$ cat config.mk
export PLATFORM = sky130hd
export DESIGN_NAME = adc_axis_source
export DESIGN_NICKNAME = d
export VERILOG_FILES = /design/src/rtl/adc_axis_pkg.sv /design/src/rtl/axis_sync_fifo.sv /design/src/rtl/adc_axis_source.sv
export SDC_FILE = /design/constraint.sdc
export NUM_CORES = 1
export LEC_CHECK = 0
export CAP_MARGIN = 20
export CELL_PAD_IN_SITES_DETAIL_PLACEMENT = 0
export CELL_PAD_IN_SITES_GLOBAL_PLACEMENT = 1
export CORE_MARGIN = 2
export CORE_UTILIZATION = 45
export DETAILED_ROUTE_END_ITERATION = 16
export PLACE_DENSITY_LB_ADDON = 0.3
export SKIP_CTS_REPAIR_TIMING = 1
export SYNTH_ARGS = -nofsm -noshare
export SYNTH_HDL_FRONTEND = slang
export SYNTH_SLANG_ARGS = --single-unit
$ cat constraint.sdc
create_clock -name m00_axis_aclk -period 5.8 [get_ports m00_axis_aclk]
set_input_delay 0.58 -clock m00_axis_aclk [delete_from_list [all_inputs] [get_ports m00_axis_aclk]]
set_output_delay 0.58 -clock m00_axis_aclk [all_outputs]
set_load 0.02 [all_outputs]
$ cat src/rtl/adc_axis_pkg.sv
// ----------------------------------------------------------------------------
// adc_axis_pkg
// Shared constants, the sample-pair state type and the ADC sample conversion
// used by the ADC-to-AXI-Stream source and its output buffer.
// ----------------------------------------------------------------------------
package adc_axis_pkg;

   localparam int SAMPLE_W = 32;
   localparam int ADC_W    = 8;

   typedef enum logic {
      EVEN = 1'b0,
      ODD  = 1'b1
   } pair_state_e;

   // Offset-binary to two's complement is an MSB flip. The 32-bit result has
   // room for the full gain range: the largest magnitude, 128 << 15, is 2^22.
   function automatic logic signed [SAMPLE_W-1:0] adc_to_sample(
      input logic [ADC_W-1:0] raw,
      input logic [3:0]       sh
   );
      logic signed [ADC_W-1:0]    s_narrow;
      logic signed [SAMPLE_W-1:0] s_wide;
      s_narrow = {~raw[ADC_W-1], raw[ADC_W-2:0]};
      s_wide   = {{(SAMPLE_W-ADC_W){s_narrow[ADC_W-1]}}, s_narrow};
      return s_wide <<< sh;
   endfunction

endpackage

$ cat src/rtl/axis_sync_fifo.sv
// ----------------------------------------------------------------------------
// axis_sync_fifo
// Single-clock FIFO holding {tlast, tdata} beats for the AXI-Stream output.
// The head entry is presented combinationally (first-word fall-through) and
// reads as zero while the FIFO is empty.
//
// Ports
//   clk_i      clock
//   rst_ni     asynchronous active-low reset (empties the FIFO)
//   wr_en_i    write request; refused when full unless a read fires too
//   wr_data_i  entry to write
//   rd_en_i    read request (downstream ready); ignored while empty
//   rd_data_o  head entry, zero when empty
//   empty_o    no entries stored
//   full_o     DEPTH entries stored
// ----------------------------------------------------------------------------
module axis_sync_fifo
   import adc_axis_pkg::*;
#(
   parameter int DEPTH = 8,                 // power of two, at least 2
   parameter int WIDTH = 2*SAMPLE_W + 1
) (
   input  logic             clk_i,
   input  logic             rst_ni,
   input  logic             wr_en_i,
   input  logic [WIDTH-1:0] wr_data_i,
   input  logic             rd_en_i,
   output logic [WIDTH-1:0] rd_data_o,
   output logic             empty_o,
   output logic             full_o
);

   localparam int ADDR_W = $clog2(DEPTH);
   localparam int CNT_W  = ADDR_W + 1;

   logic [WIDTH-1:0]  mem_q [DEPTH];
   logic [ADDR_W-1:0] wr_ptr_q, wr_ptr_d;
   logic [ADDR_W-1:0] rd_ptr_q, rd_ptr_d;
   logic [CNT_W-1:0]  count_q, count_d;
   logic              wr_fire;
   logic              rd_fire;

   assign empty_o = (count_q == '0);
   assign full_o  = (count_q == CNT_W'(DEPTH));

   // A write into a full FIFO is still safe when a read retires the head in
   // the same cycle: the write slot is the one being vacated.
   assign rd_fire = rd_en_i && !empty_o;
   assign wr_fire = wr_en_i && (!full_o || rd_fire);

   assign rd_data_o = empty_o ? '0 : mem_q[rd_ptr_q];

   always_comb begin
      wr_ptr_d = wr_ptr_q;
      rd_ptr_d = rd_ptr_q;
      count_d  = count_q;
      if (wr_fire) begin
         wr_ptr_d = wr_ptr_q + ADDR_W'(1);
      end
      if (rd_fire) begin
         rd_ptr_d = rd_ptr_q + ADDR_W'(1);
      end
      if (wr_fire && !rd_fire) begin
         count_d = count_q + CNT_W'(1);
      end else if (!wr_fire && rd_fire) begin
         count_d = count_q - CNT_W'(1);
      end
   end

   always_ff @(posedge clk_i or negedge rst_ni) begin
      if (!rst_ni) begin
         wr_ptr_q <= '0;
         rd_ptr_q <= '0;
         count_q  <= '0;
      end else begin
         wr_ptr_q <= wr_ptr_d;
         rd_ptr_q <= rd_ptr_d;
         count_q  <= count_d;
      end
   end

   always_ff @(posedge clk_i) begin
      if (wr_fire) begin
         mem_q[wr_ptr_q] <= wr_data_i;
      end
   end

endmodule

$ cat src/rtl/adc_axis_source.sv
// ----------------------------------------------------------------------------
// adc_axis_source
// Converts an 8-bit offset-binary ADC stream into signed, gain-shifted 32-bit
// samples, packs sample pairs into 64-bit beats, frames them into packets of
// FRAME_LEN beats and streams them out over an AXI-Stream master through a
// small FIFO. The ADC cannot be stalled, so a beat that finds the FIFO full
// is dropped and the sticky overflow flag is raised.
//
// Ports
//   m00_axis_aclk     clock
//   m00_axis_aresetn  asynchronous active-low reset
//   adc_data          ADC sample, offset binary
//   adc_valid         one-cycle sample strobe
//   shift             left-shift gain, sampled with each sample
//   m00_axis_tready   downstream ready
//   m00_axis_tvalid   beat valid
//   m00_axis_tlast    last beat of a frame
//   m00_axis_tdata    {second sample, first sample}
//   m00_axis_tstrb    byte strobes, all ones
//   overflow          sticky: a completed beat was dropped
// ----------------------------------------------------------------------------
module adc_axis_source
   import adc_axis_pkg::*;
#(
   parameter int C_M00_AXIS_TDATA_WIDTH = 64,   // must equal 2*SAMPLE_W
   parameter int FRAME_LEN              = 256,
   parameter int FIFO_DEPTH             = 8
) (
   input  logic                                m00_axis_aclk,
   input  logic                                m00_axis_aresetn,
   input  logic [7:0]                          adc_data,
   input  logic                                adc_valid,
   input  logic [3:0]                          shift,
   input  logic                                m00_axis_tready,
   output logic                                m00_axis_tvalid,
   output logic                                m00_axis_tlast,
   output logic [C_M00_AXIS_TDATA_WIDTH-1:0]   m00_axis_tdata,
   output logic [C_M00_AXIS_TDATA_WIDTH/8-1:0] m00_axis_tstrb,
   output logic                                overflow
);

   localparam int BEAT_W  = 2*SAMPLE_W;
   localparam int ENTRY_W = BEAT_W + 1;
   localparam int FCNT_W  = (FRAME_LEN > 1) ? $clog2(FRAME_LEN) : 1;

   pair_state_e                state_q, state_d;
   logic signed [SAMPLE_W-1:0] sample;
   logic signed [SAMPLE_W-1:0] first_q, first_d;
   logic [BEAT_W-1:0]          beat_q, beat_d;
   logic                       beat_vld_q, beat_vld_d;
   logic [FCNT_W-1:0]          frame_cnt_q, frame_cnt_d;
   logic                       overflow_q, overflow_d;

   logic                       fifo_empty;
   logic                       fifo_full;
   logic [ENTRY_W-1:0]         fifo_rd_data;
   logic                       rd_fire;
   logic                       wr_accept;
   logic                       tlast_wr;

   // Stage 0: convert each sample and pair it up into a beat.
   assign sample = adc_to_sample(adc_data, shift);

   always_comb begin
      state_d    = state_q;
      first_d    = first_q;
      beat_d     = beat_q;
      beat_vld_d = 1'b0;
      if (adc_valid) begin
         if (state_q == EVEN) begin
            first_d = sample;
            state_d = ODD;
         end else begin
            beat_d     = {sample, first_q};
            beat_vld_d = 1'b1;
            state_d    = EVEN;
         end
      end
   end

   // Stage 1: frame the completed beat and offer it to the FIFO. A refused
   // write leaves the frame position alone so the next stored beat keeps
   // its slot in the packet.
   assign rd_fire   = m00_axis_tvalid && m00_axis_tready;
   assign wr_accept = beat_vld_q && (!fifo_full || rd_fire);
   assign tlast_wr  = (frame_cnt_q == FCNT_W'(FRAME_LEN-1));

   always_comb begin
      frame_cnt_d = frame_cnt_q;
      overflow_d  = overflow_q;
      if (wr_accept) begin
         frame_cnt_d = tlast_wr ? '0 : frame_cnt_q + FCNT_W'(1);
      end else if (beat_vld_q) begin
         overflow_d = 1'b1;
      end
   end

   always_ff @(posedge m00_axis_aclk or negedge m00_axis_aresetn) begin
      if (!m00_axis_aresetn) begin
         state_q     <= EVEN;
         beat_vld_q  <= 1'b0;
         frame_cnt_q <= '0;
         overflow_q  <= 1'b0;
      end else begin
         state_q     <= state_d;
         beat_vld_q  <= beat_vld_d;
         frame_cnt_q <= frame_cnt_d;
         overflow_q  <= overflow_d;
      end
   end

   // Sample and beat payloads are qualified by state_q / beat_vld_q, so
   // they need no reset.
   always_ff @(posedge m00_axis_aclk) begin
      first_q <= first_d;
      beat_q  <= beat_d;
   end

   // Stage 2: output buffer feeding the AXI-Stream master.
   axis_sync_fifo #(
      .DEPTH (FIFO_DEPTH),
      .WIDTH (ENTRY_W)
   ) u_fifo (
      .clk_i     (m00_axis_aclk),
      .rst_ni    (m00_axis_aresetn),
      .wr_en_i   (wr_accept),
      .wr_data_i ({tlast_wr, beat_q}),
      .rd_en_i   (m00_axis_tready),
      .rd_data_o (fifo_rd_data),
      .empty_o   (fifo_empty),
      .full_o    (fifo_full)
   );

   assign m00_axis_tvalid = !fifo_empty;
   assign m00_axis_tlast  = fifo_rd_data[BEAT_W];
   assign m00_axis_tdata  = fifo_rd_data[BEAT_W-1:0];
   assign m00_axis_tstrb  = '1;
   assign overflow        = overflow_q;

endmodule

==> results_dict.tcl, run 1 <==
set metrics [dict create \
    wl_mm 35.8 \
    drv_cap 0 \
    netlist_top_cells_count "edfxtp_1, mux4_2, mux2i_1" \
    firstDrtPassIters 5 \
    io_buffers 82 \
    outcome "finished clean" \
    start_kind "flip-flop" \
    die-area_um2 42500 \
    core-area_um2 40600 \
    cts_tree "done" \
    worst_skew_pair.late_latency_ps 580 \
    synth_top_area_share_pct 72.7 \
    clockBufferDepth 3 \
    finalSetupViolCount 0 \
    final-max-slew-violation-count 0 \
    drc 0 \
    drtAntennaViolNets 0 \
    slew_headroom_pct 28.1 \
    syn_area_per_cell_um2 20.3 \
    min_period_over_period_pct 71.5 \
    vias 8468 \
    hpwlAfterDp_mm 20.1 \
    crit_required_ps 5220 \
    clkSlewWorstSetupHoldPaths_ps 60 \
    hp-class "input pin to async pin" \
    netlist_area_um2 18400 \
    wire_per_inst_um 23.0 \
    synth.most_common_cell "edfxtp_1" \
    grt_overflow 0 \
    area_growth_pct 15.4 \
    grt_max_degree 48 \
    tightest_slew_ps 1070 \
    peakVddDrop_uv 331 \
    synth-edff-count 445 \
    fin_tns_setup_ps 0 \
    die_w_um 206 \
    htree_levels 2 \
    cts_root_buffer "clkbuf_16" \
    crit_type "flip-flop to output pin" \
    start_util_pct 45.3 \
    yosysTopAreaCell "edfxtp_1" \
    ys_ff_latch 466 \
    cts_buffers 47 \
    drt_iter0_drc 615 \
    die_h_um 206 \
    syn_inst 907 \
    grt_use_total_pct 17.5 \
    grt_pass1_vias 8595 \
    period_needed_ps 4150 \
    hold_viol_final 0 \
    rows 74 \
    layout-drive-gt1-share_pct 19.3 \
    pin_count 91 \
    crit_path_end_kind "output pin" \
    clock.fmax_ghz 0.241 \
    fill_cells 3220 \
    ys_seq_area_share_pct 75.6 \
    async_reset_ff_share_pct 4.51 \
    nets 1012 \
    synth_area_leaders "edfxtp_1, mux4_2, mux2i_1" \
    gp_congestion 0.804 \
    fin_worst_skew_ps 24.5 \
    ys.flop_type "edfxtp_1" \
    grt_pass1_wl_mm 54.1 \
    critical_path_arrival_ps 3570 \
    cts.sinks 466 \
    antenna_found_initial 0 \
    power.leakage_nw 7.01 \
    ys_types 55 \
    viasPerCell 5.44 \
    finalPower_w 0.0112 \
    antenna_cells 0 \
    ys_warn_count 0 \
    grt_setup_unrepaired "false" \
    crit_fanout 47 \
    power.density_nw_per_um2 530 \
]
## per-stage QoR
stage	std cells	utilization [%]	instance area, um2	hold WS, ps	worst slack [ps]
after global routing	1557	52.3	21200	287	1400
final	1557	52.3	21200	288	1650
after CTS	1556	52.2	21200	420	1520
after global placement	1471	48.4	19600	404	2130
after floorplan	914	-	18400	284	845
after detailed placement	1471	48.4	19600	406	2110
## kinds of logic after synthesis
family / Yosys count / share of synthesized area [%]
flops: 466 / 75.6
mux: 161 / 15.4
simple gates: 130 / 3.29
buf+inv: 83 / 3.01
compound gates: 49 / 1.68
xor+xnor: 10 / 0.477
fa+ha+maj: 7 / 0.517
other cells: 1 / 0.0204
## where the power goes
part	switching, W	total (W)	internal, W
sequential	0.000490	0.00476	0.00427
combinational	0.00177	0.00348	0.00171
clock	0.00124	0.00300	0.00176
total	0.00350	0.0112	0.00775
## cell usage in the layout (no fill, tap or decap), drive strengths merged, types with 7 or more instances in the layout
cell type and count:
edfxtp 445, mux4 96, clkdlybuf4s50 82, mux2i 60
nor2 59, clkbuf 54, nand2 26, buf 22
dfrtp 21, clkinv 19, o21ai 16, a21oi 10
xnor2 9, inv 9, nand3 8, conb 8
nor3 7
## final timing paths
check / endpoint / slack, ps / start / cells past startpoint
setup / recovery: m00_axis_tdata[59] / 1650 / u_fifo.rd_ptr_q[1] / 5
max in group asynchronous: u_fifo.rd_ptr_q[2] / 5110 / m00_axis_aresetn / 2
hold reg to reg: beat_q[9] / 420 / first_q[9] / 0
setup reg to reg: u_fifo.count_q[3] / 2400 / u_fifo.count_q[0] / 9
min in group m00_axis_aclk: beat_q[9] / 420 / first_q[9] / 0
hold / removal: frame_cnt_q[4] / 290 / m00_axis_aresetn / 1
## sequential cells by signal, summed over array words and instances (netlist names)
signal,flops
u_fifo.wr_ptr_q,3
beat_q,46
u_fifo.rd_ptr_q,3
overflow,1
first_q,23
state_q,1
u_fifo.count_q,4
beat_vld_q,1
u_fifo.mem_q,376
frame_cnt_q,8
## layer usage
metal | vias to the layer above | global-route usage [%] | wire length (um)
li1 | 3782 | - | -
met1 | 4472 | 26.1 | 16700
met2 | 177 | 27.2 | 17200
met3 | 37 | 2.85 | 1390
met4 | 0 | 4.03 | 525
met5 | - | 0 | 0
## critical path: stages (launching register included)
cell and delay, ps:
dfrtp_4 920, buf_4 520, mux4_2 280, mux2i_1 100, nor2_1 430, clkdlybuf4s50_1 710
## layout make-up
type	count	area, um2	area share, %
Sequential cell	466	13900	65.5
Clock inverter	31	333	1.57
Multi-Input combinational cell	365	4050	19.1
Timing Repair Buffer	104	1040	4.92
Inverter	5	18.8	0.0885
Clock buffer	54	1200	5.67
Tap cell	532	666	3.14
No activity file was read; power rests on OpenSTA's default activity.
==> run 2: changes to the inputs <==
==> constraint.sdc (replaced) <==
create_clock -name m00_axis_aclk -period 3.79 [get_ports m00_axis_aclk]
set_input_delay 0.379 -clock m00_axis_aclk [delete_from_list [all_inputs] [get_ports m00_axis_aclk]]
set_output_delay 0.379 -clock m00_axis_aclk [all_outputs]
set_load 0.02 [all_outputs]
==> run 2 against run 1 <==
Highest routed layer unchanged. Non-clock buffer count is 14 higher. Sequential share of layout area is 0.30 points lower. Combinational power is 57% higher. Wire length is 0.19% higher. Clock skew is 11 ps lower. Register-to-register slack worse by 1400 ps. Critical path depth stayed put. Flip-flop and latch count stayed put. First-iteration DRC count is 5.7% higher. Sequential power is 53% higher. Count of clock-buffer cells in the layout is 14 higher.
==> results_dict.tcl, run 2 (synthesis gave the netlist of run 1 again) <==
set metrics [dict create \
    outcome "finished clean" \
    grt_pass1_wl_mm 54.1 \
    top_regs "u_fifo.mem_q: 376 flops, beat_q: 46 flops, first_q: 23 flops" \
    clockBufferDepth 3 \
    clkSlewWorstSetupHoldPaths_ps 60 \
    grt_pass1_vias 8741 \
    grt_use_total_pct 17.4 \
    hp-class "input pin to async pin" \
    worst_skew_pair.late_latency_ps 540 \
    antenna_cells 0 \
    antenna_found_initial 0 \
    clock.fmax_ghz 0.282 \
    grt_overflow 0 \
    crit_buf_inv 2 \
    die_h_um 206 \
    firstDrtPassIters 5 \
    wire_per_inst_um 22.8 \
    area_growth_pct 15.9 \
    wl_mm 35.9 \
    crit_chain "buf_12, mux4_2, mux2i_1, nor2_1, clkdlybuf4s50_1" \
    drc 0 \
    layout_setup_ws_ps 240 \
    crit_path_end_kind "output pin" \
    cts_tree "done" \
    layout-drive-gt1-share_pct 19.8 \
    hpwlAfterDp_mm 20.7 \
    largest_register_ffs 376 \
    grt_setup_unrepaired "false" \
    hold_viol_final 0 \
    holdWs_ps 84.4 \
    slowest_stage "dfrtp_4" \
    gp_congestion 0.763 \
    final-max-slew-violation-count 0 \
    cts.sinks 466 \
    multi_input_area_um2 4070 \
    drv_cap 0 \
    min_period_over_period_pct 93.7 \
    critical_path_arrival_ps 3170 \
    crit_fanout 35 \
    crit_type "flip-flop to output pin" \
    vias 8634 \
    core-area_um2 40600 \
    start_kind "flip-flop" \
    crit_family "flip-flops" \
    max_stage_delay_ps 930 \
    placed_area_um2 19800 \
    fin_area_um2 21300 \
    viasPerCell 5.49 \
    cts_buffers 47 \
    dp_slack_ps 750 \
    power.density_nw_per_um2 803 \
    cts_root_buffer "clkbuf_16" \
    tightest_slew_ps 984 \
    drtAntennaViolNets 0 \
    grt_max_degree 48 \
    layout_commonest_cell "edfxtp_1" \
    htree_levels 2 \
    rows 74 \
    finalSetupViolCount 0 \
    fin_worst_skew_ps 13.4 \
    crit_required_ps 3410 \
    slew_headroom_pct 34.2 \
    drt_iter0_drc 650 \
    die_w_um 206 \
    mostFrequentLayoutCells "edfxtp_1, mux4_2, clkdlybuf4s50_1, mux2i_1, nor2_1" \
    regArea_um2 13900 \
    power.leakage_nw 7.06 \
    pin_count 91 \
    peakVddDrop_uv 398 \
    period_needed_ps 3550 \
    fill_cells 3238 \
    start_util_pct 45.3 \
    fin_tns_setup_ps 0 \
    die-area_um2 42500 \
    nets 1026 \
    io_buffers 82 \
    top_register "u_fifo.mem_q" \
]
-- run 2: cell type report --
| cell class | count | area share [%] |
|---|---|---|
| clock buffers | 68 | 6.09 |
| clock inverters | 18 | 0.734 |
| inverters | 5 | 0.0881 |
| multi-input cells | 365 | 19.1 |
| flip-flops and latches | 466 | 65.2 |
| well taps | 532 | 3.12 |
| repair buffers | 118 | 5.63 |
-- run 2: power by group --
group	switching, W	leakage, nW	internal (W)
registers	0.000729	4.31	0.00654
clock network	0.00179	0.702	0.00257
logic	0.00276	2.05	0.00271
total	0.00529	7.06	0.0118
-- run 2: layer usage --
metal	vias to the layer above	track usage [%]	wire (um)	part of all wire, %
met5	-	0	0	0
met4	0	4.92	755	2.1
met3	52	2.66	1630	4.5
met2	225	27.9	17500	49
met1	4535	24.9	16000	45
li1	3822	-	-	-
-- run 2: worst paths after layout --
| check | slack, ps | to | cells past startpoint | start |
|---|---|---|---|---|
| worst max-delay path | 240 | m00_axis_tdata[33] | 5 | u_fifo.rd_ptr_q[0] |
| worst min-delay path | 80 | frame_cnt_q[2] | 1 | m00_axis_aresetn |
| worst max register to register | 960 | u_fifo.count_q[3] | 9 | u_fifo.count_q[1] |
| worst min register to register | 410 | beat_q[31] | 0 | first_q[30] |
| max in group asynchronous | 3310 | u_fifo.rd_ptr_q[2] | 2 | m00_axis_aresetn |
| min in group m00_axis_aclk | 410 | beat_q[31] | 0 | first_q[30] |
-- run 2: metrics by stage --
step,cells,util (%),power (W)
after floorplan,914,-,0.0109
after global placement,1485,48.9,0.0129
after detailed placement,1485,48.9,0.0130
after CTS,1571,52.5,0.0173
after global routing,1572,52.5,0.0179
final,1572,52.5,0.0171
==> run 3: changes to the inputs <==
--- a/config.mk
+++ b/config.mk
@@ -9,7 +9,7 @@
 export CELL_PAD_IN_SITES_DETAIL_PLACEMENT = 0
 export CELL_PAD_IN_SITES_GLOBAL_PLACEMENT = 1
 export CORE_MARGIN = 2
-export CORE_UTILIZATION = 45
+export CORE_UTILIZATION = 41
 export DETAILED_ROUTE_END_ITERATION = 16
 export PLACE_DENSITY_LB_ADDON = 0.3
 export SKIP_CTS_REPAIR_TIMING = 1
==> run 3 against run 2 <==
Sequential power decreased by 1%. Flip-flop and latch count is the same. Critical endpoint is now m00_axis_tdata[43]. Critical path depth is the same.
==> results_dict.tcl, run 3 (synthesis gave the netlist of run 1 again) <==
set metrics [dict create \
    grt_pass1_wl_mm 55.2 \
    die_w_um 216 \
    layout_setup_ws_ps 222 \
    clkPwrFrac_pct 25.5 \
    reg2reg_depth 9 \
    clockBufferDepth 3 \
    peakVddDrop_uv 319 \
    sw_frac_of_total_pct 31.4 \
    grt_pass1_vias 8782 \
    cts_buffers 47 \
    crit_type "flip-flop to output pin" \
    p_seq_share_pct 42.1 \
    holdWs_ps 30.8 \
    io_buffers 82 \
    slowest_stage "dfrtp_4" \
    clkSlewWorstSetupHoldPaths_ps 60 \
    crit_required_ps 3410 \
    mostFrequentLayoutCells "edfxtp_1, mux4_2, clkdlybuf4s50_1, mux2i_1, nor2_1" \
    grt_setup_unrepaired "false" \
    rows 77 \
    grt_max_degree 48 \
    die_h_um 216 \
    min_period_over_period_pct 94.1 \
    nets 1020 \
    slew_headroom_pct 37.0 \
    worst_skew_pair.late_latency_ps 570 \
    wire_per_inst_um 22.3 \
    p_sw_w 0.00536 \
    fin_worst_skew_ps 12.6 \
    dp_slack_ps 781 \
    cts.sinks 466 \
    crit_chain "buf_4, mux4_2, mux2i_1, nor2_1, clkdlybuf4s50_1" \
    antenna_found_initial 0 \
    power.leakage_nw 7.05 \
    fill_cells 3640 \
    power.density_nw_per_um2 800 \
    start_kind "flip-flop" \
    cts_tree "done" \
    max_stage_delay_ps 800 \
    htree_levels 2 \
    multi_input_area_um2 4070 \
    finalSetupViolCount 0 \
    vias 8524 \
    viasPerCell 5.25 \
    r2r_end "u_fifo.count_q[3]" \
    timing.rr.start "u_fifo.count_q[1]" \
    die-area_um2 46500 \
    grt_use_total_pct 16.0 \
    intPower_w 0.0117 \
    pin_count 91 \
    final-max-slew-violation-count 0 \
    combPwrFrac_pct 32.4 \
    regArea_um2 13900 \
    top_regs "u_fifo.mem_q: 376 flops, beat_q: 46 flops, first_q: 23 flops" \
    drv_cap 0 \
    clock.fmax_ghz 0.280 \
    drtAntennaViolNets 0 \
    hold_viol_final 0 \
    start_util_pct 41.6 \
    cts_root_buffer "clkbuf_16" \
    firstDrtPassIters 7 \
    crit_fanout 28 \
    layout-drive-gt1-share_pct 20.1 \
    wl_mm 36.3 \
    largest_register_ffs 376 \
    drc 0 \
    top_register "u_fifo.mem_q" \
    outcome "finished clean" \
    area_growth_pct 16.2 \
    crit_path_end_kind "output pin" \
    hpwlAfterDp_mm 20.4 \
    regToRegSetupSlack_ps 980 \
    critical_path_arrival_ps 3190 \
    grt_overflow 0 \
    gp_congestion 0.745 \
    core-area_um2 44200 \
    period_needed_ps 3570 \
    antenna_cells 0 \
    layout_commonest_cell "edfxtp_1" \
    hp-class "input pin to async pin" \
    tightest_slew_ps 942 \
    drt_iter0_drc 587 \
]
run 3: area by class of cell:
type,count,share of cell area [%]
multi-input combinational,365,19.1
clock buffer,55,5.65
inverter,5,0.0879
sequential,466,65.1
timing repair buffer,112,5.52
clock inverter,30,1.10
tap,592,3.47
run 3: power groups by stage:
stage | Clock, W | Combinational [W] | Sequential [W]
final | 0.00435 | 0.00553 | 0.00719
after global routing | 0.00468 | 0.00594 | 0.00730
after CTS | 0.00447 | 0.00567 | 0.00722
after detailed placement | 0 | 0.00565 | 0.00733
after global placement | 0 | 0.00563 | 0.00728
after floorplan | 0 | 0.00401 | 0.00689
run 3: stage by stage:
stage / TNS [ps] / total power (W) / utilization (%) / instance area [um2] / cells
floorplan: -23430 / 0.0109 / - / 18400 / 914
global placement: 0 / 0.0129 / 45.0 / 19900 / 1539
detailed placement: 0 / 0.0130 / 45.0 / 19900 / 1539
CTS: 0 / 0.0174 / 48.2 / 21300 / 1624
global route: 0 / 0.0179 / 48.3 / 21300 / 1625
finish: 0 / 0.0171 / 48.3 / 21300 / 1625
run 3: worst max-delay path: cells and delay by family (launching register included):
| family | cells | cell delay [ps] |
|---|---|---|
| DFF | 1 | 800 |
| buffers and inverters | 2 | 880 |
| and+or+nand+nor | 1 | 100 |
| muxes | 2 | 850 |
run 3: how the worst max path moves through the flow:
stage,end,from
after floorplan,u_fifo.mem_q[2][0],u_fifo.count_q[0]
after global placement,m00_axis_tdata[4],u_fifo.rd_ptr_q[0]
after detailed placement,m00_axis_tdata[23],u_fifo.rd_ptr_q[0]
after CTS,m00_axis_tdata[43],u_fifo.rd_ptr_q[0]
after global routing,m00_axis_tdata[24],u_fifo.rd_ptr_q[0]
final,m00_axis_tdata[43],u_fifo.rd_ptr_q[0]
run 3: layer usage:
metal / track usage, % / wire length [um]
met1: 22.4 / 16300
met2: 26.1 / 17500
met3: 2.85 / 1840
met4: 4.00 / 612
met5: 0 / 0
